[src/rtl/axi_ram_read_if.sv]
// AXI3 read address and read data channels between the interconnect (master) and a RAM read slave.
interface axi_ram_read_if;
  logic [3:0]  arid;
  logic [31:0] araddr;
  logic [3:0]  arlen;
  logic [2:0]  arsize;
  logic [1:0]  arburst;
  logic        arvalid;
  logic        arready;
  logic [3:0]  rid;
  logic [31:0] rdata;
  logic [1:0]  rresp;
  logic        rlast;
  logic        rvalid;
  logic        rready;

  modport master (
    output arid, araddr, arlen, arsize, arburst, arvalid, rready,
    input  arready, rid, rdata, rresp, rlast, rvalid
  );
  modport slave (
    input  arid, araddr, arlen, arsize, arburst, arvalid, rready,
    output arready, rid, rdata, rresp, rlast, rvalid
  );
endinterface

[src/rtl/axi_ram_read_slave.sv]
// AXI3 read slave serving one burst at a time from a synchronous-read RAM,
// with a 2-entry R buffer plus a bypass of the returning RAM word.
module axi_ram_read_slave #(
  parameter int DEPTH_LOG2 = 12
) (
  input  logic                  clk,
  input  logic                  reset,
  axi_ram_read_if.slave         axi,
  output logic                  ram_en,
  output logic [DEPTH_LOG2-1:0] ram_addr,
  input  logic [31:0]           ram_rdata
);
  localparam logic [0:0] IDLE = 1'b0;
  localparam logic [0:0] BUSY = 1'b1;
  localparam logic [1:0] OKAY   = 2'b00;
  localparam logic [1:0] SLVERR = 2'b10;
  localparam logic [1:0] DECERR = 2'b11;

  typedef struct packed {
    logic [31:0] data;
    logic [1:0]  resp;
    logic        last;
  } beat_t;

  logic [0:0]            state_q, state_d;
  logic                  arready_q, arready_d;
  logic [3:0]            id_q, id_d;
  logic [3:0]            len_q, len_d;
  logic [1:0]            burst_q, burst_d;
  logic [1:0]            err_q, err_d;
  logic [DEPTH_LOG2-1:0] idx_q, idx_d;
  logic [4:0]            iss_q, iss_d;
  logic                  infl_q, infl_d;
  logic                  infl_last_q, infl_last_d;
  beat_t [1:0]           fifo_q, fifo_d;
  logic [1:0]            cnt_q, cnt_d;

  logic                  accept, issue, rvalid, hs, pop, push;
  logic [1:0]            ar_err, occ;
  logic [DEPTH_LOG2-1:0] idx_inc, wmask, idx_next;
  beat_t                 infl_beat, head;

  always_comb begin
    accept = axi.arvalid && arready_q;
    if (axi.araddr[31:DEPTH_LOG2+2] != '0)
      ar_err = DECERR;
    else if (axi.arsize != 3'b010 || axi.araddr[1:0] != 2'b00 || axi.arburst == 2'b11)
      ar_err = SLVERR;
    else if (axi.arburst == 2'b10 && !(axi.arlen inside {4'd1, 4'd3, 4'd7, 4'd15}))
      ar_err = SLVERR;
    else
      ar_err = OKAY;
  end

  // Wrap lengths are 2^k-1, so len itself is the mask of the wrapping bits.
  always_comb begin
    idx_inc = idx_q + DEPTH_LOG2'(1);
    wmask   = DEPTH_LOG2'(len_q);
    case (burst_q)
      2'b00:   idx_next = idx_q;
      2'b10:   idx_next = (idx_q & ~wmask) | (idx_inc & wmask);
      default: idx_next = idx_inc;
    endcase
  end

  // Issue only while buffered + in-flight beats stay below the FIFO depth.
  always_comb begin
    occ    = cnt_q + {1'b0, infl_q};
    issue  = (state_q == BUSY) && (iss_q <= {1'b0, len_q}) && (occ < 2'd2);
    ram_en = issue && (err_q == OKAY);
    ram_addr = idx_q;

    infl_beat.data = (err_q == OKAY) ? ram_rdata : 32'h0;
    infl_beat.resp = err_q;
    infl_beat.last = infl_last_q;

    rvalid = (cnt_q != 2'd0) || infl_q;
    if (cnt_q != 2'd0) head = fifo_q[0];
    else if (infl_q)   head = infl_beat;
    else               head = '0;
    hs   = rvalid && axi.rready;
    pop  = hs && (cnt_q != 2'd0);
    push = infl_q && !(hs && cnt_q == 2'd0);
  end

  always_comb begin
    fifo_d = fifo_q;
    cnt_d  = cnt_q;
    if (pop) begin
      fifo_d[0] = fifo_q[1];
      cnt_d     = cnt_q - 2'd1;
    end
    if (push) begin
      fifo_d[cnt_d[0]] = infl_beat;
      cnt_d            = cnt_d + 2'd1;
    end

    state_d = state_q;
    id_d    = id_q;
    len_d   = len_q;
    burst_d = burst_q;
    err_d   = err_q;
    idx_d   = idx_q;
    iss_d   = iss_q;
    if (accept) begin
      state_d = BUSY;
      id_d    = axi.arid;
      len_d   = axi.arlen;
      burst_d = axi.arburst;
      err_d   = ar_err;
      idx_d   = axi.araddr[DEPTH_LOG2+1:2];
      iss_d   = 5'd0;
    end else if (issue) begin
      idx_d = idx_next;
      iss_d = iss_q + 5'd1;
    end
    if (hs && head.last) state_d = IDLE;

    infl_d      = issue;
    infl_last_d = issue && (iss_q == {1'b0, len_q});
    arready_d   = (state_d == IDLE);
  end

  always_ff @(posedge clk) begin
    if (reset) begin
      state_q     <= IDLE;
      arready_q   <= 1'b0;
      id_q        <= '0;
      len_q       <= '0;
      burst_q     <= '0;
      err_q       <= OKAY;
      idx_q       <= '0;
      iss_q       <= '0;
      infl_q      <= 1'b0;
      infl_last_q <= 1'b0;
      fifo_q      <= '0;
      cnt_q       <= '0;
    end else begin
      state_q     <= state_d;
      arready_q   <= arready_d;
      id_q        <= id_d;
      len_q       <= len_d;
      burst_q     <= burst_d;
      err_q       <= err_d;
      idx_q       <= idx_d;
      iss_q       <= iss_d;
      infl_q      <= infl_d;
      infl_last_q <= infl_last_d;
      fifo_q      <= fifo_d;
      cnt_q       <= cnt_d;
    end
  end

  assign axi.arready = arready_q;
  assign axi.rvalid  = rvalid;
  assign axi.rid     = id_q;
  assign axi.rdata   = head.data;
  assign axi.rresp   = head.resp;
  assign axi.rlast   = head.last;
endmodule

[src/flat_wrapper.sv]
// flat-port wrapper written by rule: the top's interface ports become plain ports
module axi_ram_read_slave_flat 
#(
  parameter int DEPTH_LOG2 = 12
)
  (clk, reset, ram_en, ram_addr, ram_rdata, axi_arid, axi_araddr, axi_arlen, axi_arsize, axi_arburst, axi_arvalid, axi_rready, axi_arready, axi_rid, axi_rdata, axi_rresp, axi_rlast, axi_rvalid);
  axi_ram_read_if axi_i ();
  input  logic clk;
  input  logic reset;
  output logic ram_en;
  output logic [DEPTH_LOG2-1:0] ram_addr;
  input  logic [31:0] ram_rdata;
  input wire logic [$bits(axi_i.arid)-1:0] axi_arid;
  input wire logic [$bits(axi_i.araddr)-1:0] axi_araddr;
  input wire logic [$bits(axi_i.arlen)-1:0] axi_arlen;
  input wire logic [$bits(axi_i.arsize)-1:0] axi_arsize;
  input wire logic [$bits(axi_i.arburst)-1:0] axi_arburst;
  input wire logic [$bits(axi_i.arvalid)-1:0] axi_arvalid;
  input wire logic [$bits(axi_i.rready)-1:0] axi_rready;
  output wire logic [$bits(axi_i.arready)-1:0] axi_arready;
  output wire logic [$bits(axi_i.rid)-1:0] axi_rid;
  output wire logic [$bits(axi_i.rdata)-1:0] axi_rdata;
  output wire logic [$bits(axi_i.rresp)-1:0] axi_rresp;
  output wire logic [$bits(axi_i.rlast)-1:0] axi_rlast;
  output wire logic [$bits(axi_i.rvalid)-1:0] axi_rvalid;
  assign axi_i.arid = axi_arid;
  assign axi_i.araddr = axi_araddr;
  assign axi_i.arlen = axi_arlen;
  assign axi_i.arsize = axi_arsize;
  assign axi_i.arburst = axi_arburst;
  assign axi_i.arvalid = axi_arvalid;
  assign axi_i.rready = axi_rready;
  assign axi_arready = axi_i.arready;
  assign axi_rid = axi_i.rid;
  assign axi_rdata = axi_i.rdata;
  assign axi_rresp = axi_i.rresp;
  assign axi_rlast = axi_i.rlast;
  assign axi_rvalid = axi_i.rvalid;
  axi_ram_read_slave #(.DEPTH_LOG2(DEPTH_LOG2)) u_core (.clk(clk), .reset(reset), .axi(axi_i), .ram_en(ram_en), .ram_addr(ram_addr), .ram_rdata(ram_rdata));
endmodule
[config.mk]
export PLATFORM = sky130hd
export DESIGN_NAME = axi_ram_read_slave_flat
export DESIGN_NICKNAME = d
export VERILOG_FILES = /design/src/rtl/axi_ram_read_if.sv /design/src/rtl/axi_ram_read_slave.sv /design/src/flat_wrapper.sv
export SDC_FILE = /design/constraint.sdc
export NUM_CORES = 1
export LEC_CHECK = 0
export BUFFER_PORTS_ARGS = -buffer_cell sky130_fd_sc_hd__buf_2
export CORE_UTILIZATION = 50
export DETAILED_ROUTE_END_ITERATION = 7
export PLACE_DENSITY = 0.85
export SLEW_MARGIN = 25
export SYNTH_ARGS = -nofsm -noshare
export SYNTH_HDL_FRONTEND = slang
export SYNTH_SLANG_ARGS = --single-unit
export TNS_END_PERCENT = 20
[constraint.sdc]
create_clock -name clk -period 7 [get_ports clk]
set_input_delay 1.05 -clock clk [delete_from_list [all_inputs] [get_ports clk]]
set_output_delay 1.05 -clock clk [all_outputs]
set_load 0.02 [all_outputs]
==> results of run 1 <==
==> routing by layer <==
| layer | vias to the layer above | GRT usage | routed length (um) |
|---|---|---|---|
| met2 | 140 | 0.386 | 6360 |
| met3 | 26 | 0.0337 | 508 |
| met1 | 2394 | 0.293 | 5770 |
| met5 | - | 0 | 0 |
| met4 | 0 | 0.109 | 319 |
| li1 | 2508 | - | - |
==> power by group through the flow <==
stage | clock, mW | combinational (mW) | sequential, mW
6_report | 0.419 | 0.265 | 0.641
5_1_grt | 0.451 | 0.287 | 0.645
4_1_cts | 0.427 | 0.261 | 0.641
3_5_place_dp | 0 | 0.261 | 0.654
3_3_place_gp | 0 | 0.252 | 0.653
2_1_floorplan | 0 | 0.180 | 0.655
==> cell families (layout without fill, tap and decap cells) <==
group                    after synthesis  count (layout)  synth area share
adder cells (fa/ha/maj)                8               8            0.0188
flip-flops                           105             105             0.396
AO/OA/AOI/OAI                        194             194             0.238
AND/OR/NAND/NOR                      193             193             0.177
XOR/XNOR                              13              13            0.0214
multiplexers                          40              40            0.0754
buffers and inverters                101             198            0.0733
==> critical path, cell delays in order (launching register included) <==
cell	delay (ns)
dfxtp_1	0.40
inv_1	0.09
ha_1	0.65
buf_4	0.40
nand2_2	0.41
o22ai_1	0.27
buf_2	0.20
==> state kept, by name (all words and copies together), names as in the netlist, 2 cells and up, named ones only <==
name,cells
u_core.cnt_q,2
u_core.err_q,2
u_core.burst_q,2
u_core.ram_addr,9
u_core.fifo_q,70
u_core.axi.rid,4
u_core.len_q,4
u_core.iss_q,5
==> cell usage after synthesis, types with 2 or more instances <==
master     instances  area share
nor4_1             4      0.0047
nand2b_1          35       0.041
nor2_1            25       0.018
inv_1             43       0.030
nand2_1           61       0.043
nand3b_1           2      0.0028
nor2b_1            4      0.0047
clkbuf_1          44       0.031
mux2i_1           40       0.075
buf_2              5      0.0047
a2111oi_1          2      0.0038
a21oi_1           83       0.078
a211oi_1          52       0.073
nand4_1            3      0.0035
o21ai_0            4      0.0038
and3_1             2      0.0024
nand3_1           40       0.038
o22ai_1           32       0.038
ha_1               8       0.019
dfxtp_1          105        0.40
a2111oi_2          7       0.020
xnor2_1           13       0.021
a21o_1             2      0.0028
and2_1             2      0.0024
nor3_1            10      0.0094
buf_1              8      0.0057
==> through the flow <==
stage	total power, mW	hold slack (ns)	utilization
2_1_floorplan	0.835	0.449	-
3_3_place_gp	0.905	0.443	0.579
3_5_place_dp	0.915	0.461	0.579
4_1_cts	1.33	0.477	0.601
5_1_grt	1.38	0.495	0.602
6_report	1.32	0.474	0.602
==> layout make-up <==
type                            instances  area (um^2)
Inverter                               43          161
Sequential cell                       105         2100
Clock buffer                            9          124
Multi-Input combinational cell        448         2850
Clock inverter                          7          100
Timing Repair Buffer                  139          714
Fill cell                             873         4100
Tap cell                              136          170
==> path summary, 6_finish.rpt <==
check / from / to / slack (ns) / depth (start not counted)
setup reg to reg: u_core.cnt_q[0] / u_core.fifo_q[7] / 3.85 / 9
hold / removal: u_core.fifo_q[68] / u_core.fifo_q[68] / 0.47 / 2
hold reg to reg: u_core.fifo_q[68] / u_core.fifo_q[68] / 0.47 / 2
setup / recovery: u_core.cnt_q[0] / axi_rdata[9] / 3.13 / 6
==> impl_metrics.toml, run 1 <==
[job]
drv_cap = 0

[power]
p_int_mw = 0.918
swShare = 0.307
p_clk_frac = 0.316
p_sw_mw = 0.406
seqPwrFrac = 0.484
powerDensity_nw_per_um2 = 213
ir_drop_v = 0.000104
p_leak_nw = 2.55
comb_power_share = 0.200

[grt]
grt_usage = 0.231
grt_pass1_vias = 4539
antenna_found_initial = 0
grt-ovfl-total = 0
grt_pass1_wl_mm = 21.0
grt_max_degree = 107

[status]
status = "complete, no violations"

[timing]
max_slew_margin = 0.357
fin_crit_sh = 0.552
fin_setup_tns_ns = 0
finalCriticalPeriod_ns = 3.87
finClkSkew_ns = 0.00858
hold_viol = 0
worstMarginPinSlew_ns = 0.962
fmax_mhz = 259
post-route-worst-setup-slack_ns = 3.13
setup_viol = 0
rsz0062_at_grt = "no"
drv_slew = 0

[place]
place.port_buffers = 134
placedInstanceArea_um2 = 5980
dp_slack_ns = 3.27
hpwl_mm = 8.65
gp_congestion = 0.788
place_inst = 871

[routing]
dr.pass1.iters = 8
routed_wl_mm = 13.0
wl_per_cell_um = 14.6
drtIter0Drc = 436
vias = 5068
ant_nets = 0
vias_per_cell = 5.71
drc = 0

[finish]
final_cell_mix = "133 x buf_2, 105 x dfxtp_1, 83 x a21oi_1, 60 x nand2_1, 52 x a211oi_1"
stdcell_area_um2 = 6220
n_antenna_cell = 0
drive_gt1_frac = 0.228
final_cells = 887
final_net_count = 835
mostFrequentLayoutCell = "buf_2"
area_growth_pct = 17.1

[setup_path]
worstPathRequired_ns = 5.95
end_kind = "output port"
setup.worst_path.class = "flop to output port"
crit_fanout = 32
cp.arrival_ns = 2.82
start_kind = "flop"

[die]
die_area_um2 = 11000
core_area_um2 = 10300
die_w_um = 105
ioPinCount = 135
rows = 37
die_h_um = 105
initial_utilization = 0.514

[clock_network]
root_buffer = "clkbuf_8"
clock_latency_ns = 0.37
clock_path_buffers = 2
clock_sinks = 105
cts_made_buffers = 9
post_cts_buffers = 0
clkTransAtPathRegs_ns = 0.10
hold_buffers = 0
ctsResizeCount = 0
cts_tree = "built"
htree_levels = 3

[synthesis]
syn_inst = 654
yosys_warnings = 0
synth.avg_cell_area_um2 = 8.12
syn-cell-area_um2 = 5310
synth_seq_cells = 105
ys_types = 44
ys_seq_area_frac = 0.396
ys_dominant_reg_cell = "dfxtp_1"
synth_edf_count = 0
async_flop_share = 0
synth_fp_nets = 743

[min_path]
min_path_type = "flop to flop"
Power figures use the tool's default switching activity.
==> run 2: changes to the inputs <==
clock period = 3.8 ns   (was 7 ns; I/O delays follow)
==> run 2 against run 1 <==
  * Final cell count rose by 0.34%
  * Utilization decreased by 0.15 points
  * Non-clock buffer count increased by 3
  * Critical path depth increased by 1
  * Hold slack lost 0.046 ns
  * Critical path type unchanged
==> impl_metrics.toml, run 2 (same netlist as run 1, synthesis figures left out) <==
[die]
initial_utilization = 0.514
die_h_um = 105
die_w_um = 105
core_area_um2 = 10300
rows = 37
die_area_um2 = 11000
ioPinCount = 135

[timing]
setup_viol = 0
fmax_mhz = 322
hold_viol = 0
finalCriticalPeriod_ns = 3.11
fin_crit_sh = 0.818
worstMarginPinSlew_ns = 0.958
fin_setup_tns_ns = 0
rsz0062_at_grt = "no"
worst_hold_slack_ns = 0.428
max_slew_margin = 0.360
drv_slew = 0
finClkSkew_ns = 0.00893

[grt]
grt-ovfl-total = 0
antenna_found_initial = 0
grt_usage = 0.239
grt_pass1_wl_mm = 21.6
grt_max_degree = 97
grt_pass1_vias = 4731

[finish]
top_register = "u_core.fifo_q"
drive_gt1_frac = 0.231
final_net_count = 838
mostFrequentLayoutCell = "buf_2"
n_antenna_cell = 0
stdcell_area_um2 = 6200
final_cells = 890
largest_reg_flops = 70
final_cell_mix = "133 x buf_2, 105 x dfxtp_1, 83 x a21oi_1, 60 x nand2_1, 52 x a211oi_1"
nFillCells = 878
area_growth_pct = 16.8

[routing]
wl_per_cell_um = 14.7
routed_wl_mm = 13.1
vias_per_cell = 5.70
vias = 5070
ant_nets = 0
drc = 0
drtIter0Drc = 421
dr.pass1.iters = 6

[clock_network]
clock_path_buffers = 2
htree_levels = 3
post_cts_buffers = 0
cts_made_buffers = 9
cts_tree = "built"
clock_latency_ns = 0.38
hold_buffers = 0
clock_sinks = 105
clkTransAtPathRegs_ns = 0.11
ctsResizeCount = 0
root_buffer = "clkbuf_8"

[setup_path]
setup.worst_path.class = "flop to output port"
path_buf_inv = 2
cp.arrival_ns = 2.54
path_cells = "inv_1 -> ha_1 -> nand3_1 -> or3b_4 -> a21oi_2 -> and2_1 -> buf_2"
crit_family = "simple AND/OR/NAND/NOR gates"
r2r_setup_slack_ns = 1.21
slowest_stage = "or3b_4"
critPathMaxStageDelay_ns = 0.53
start_kind = "flop"
end_kind = "output port"
crit_fanout = 14
worstPathRequired_ns = 3.23

[place]
gp_congestion = 0.821
hpwl_mm = 9.02
placedInstanceArea_um2 = 6010
place_inst = 874
place.port_buffers = 134

[status]
status = "complete, no violations"

[power]
p_leak_nw = 2.54
ir_drop_v = 0.000194
powerDensity_nw_per_um2 = 378

[job]
drv_cap = 0

[min_path]
min_path_type = "input port to flop"
==> run 2: cell types whose count changed in the layout (fill, tap and decap cells not counted), sizes merged <==
cell / delta
clkinvlp: +2
clkinv: -2
inv: +1
bufinv: -2
clkbuf: +1
buf: +3
==> run 2: where the power goes <==
part / switching [mW] / total [mW] / internal [mW]
registers: 0.0390 / 1.18 / 1.14
clock network: 0.408 / 0.673 / 0.265
logic: 0.313 / 0.489 / 0.176
==> run 2: stage by stage <==
stage | util | total power, mW | setup WS [ns]
finish | 0.601 | 2.34 | 0.692
global route | 0.601 | 2.45 | 0.584
CTS | 0.601 | 2.35 | 0.687
detailed placement | 0.583 | 1.69 | 1.11
global placement | 0.583 | 1.67 | 1.20
floorplan | - | 1.54 | 1.29
==> run 2: layer usage <==
metal / share of wire / vias up / track usage
li1: - / 2510 / -
met1: 0.43 / 2379 / 0.300
met2: 0.51 / 157 / 0.414
met3: 0.043 / 24 / 0.0362
met4: 0.018 / 0 / 0.0895
met5: 0 / - / 0
==> run 2: area by class of cell <==
type / count / area [um^2] / share of cell area
Inverter: 43 / 161 / 0.0260
Multi-Input combinational cell: 448 / 2840 / 0.457
Tap cell: 136 / 170 / 0.0274
Clock buffer: 10 / 138 / 0.0222
Clock inverter: 6 / 50.0 / 0.00807
Sequential cell: 105 / 2100 / 0.339
Timing Repair Buffer: 142 / 746 / 0.120
==> run 2: worst paths after layout <==
path / from / endpoint / cells after the start
min reg2reg: u_core.axi.rid[1] / u_core.axi.rid[1] / 2
max: u_core.len_q[3] / ram_en / 7
min: axi_arlen[3] / u_core.len_q[3] / 3
max reg2reg: u_core.cnt_q[0] / u_core.fifo_q[55] / 8
==> run 2: tightest hold or removal path, stage by stage <==
cell,delay [ns]
buf_2,0.10
nand2_1,0.05
a21oi_1,0.05
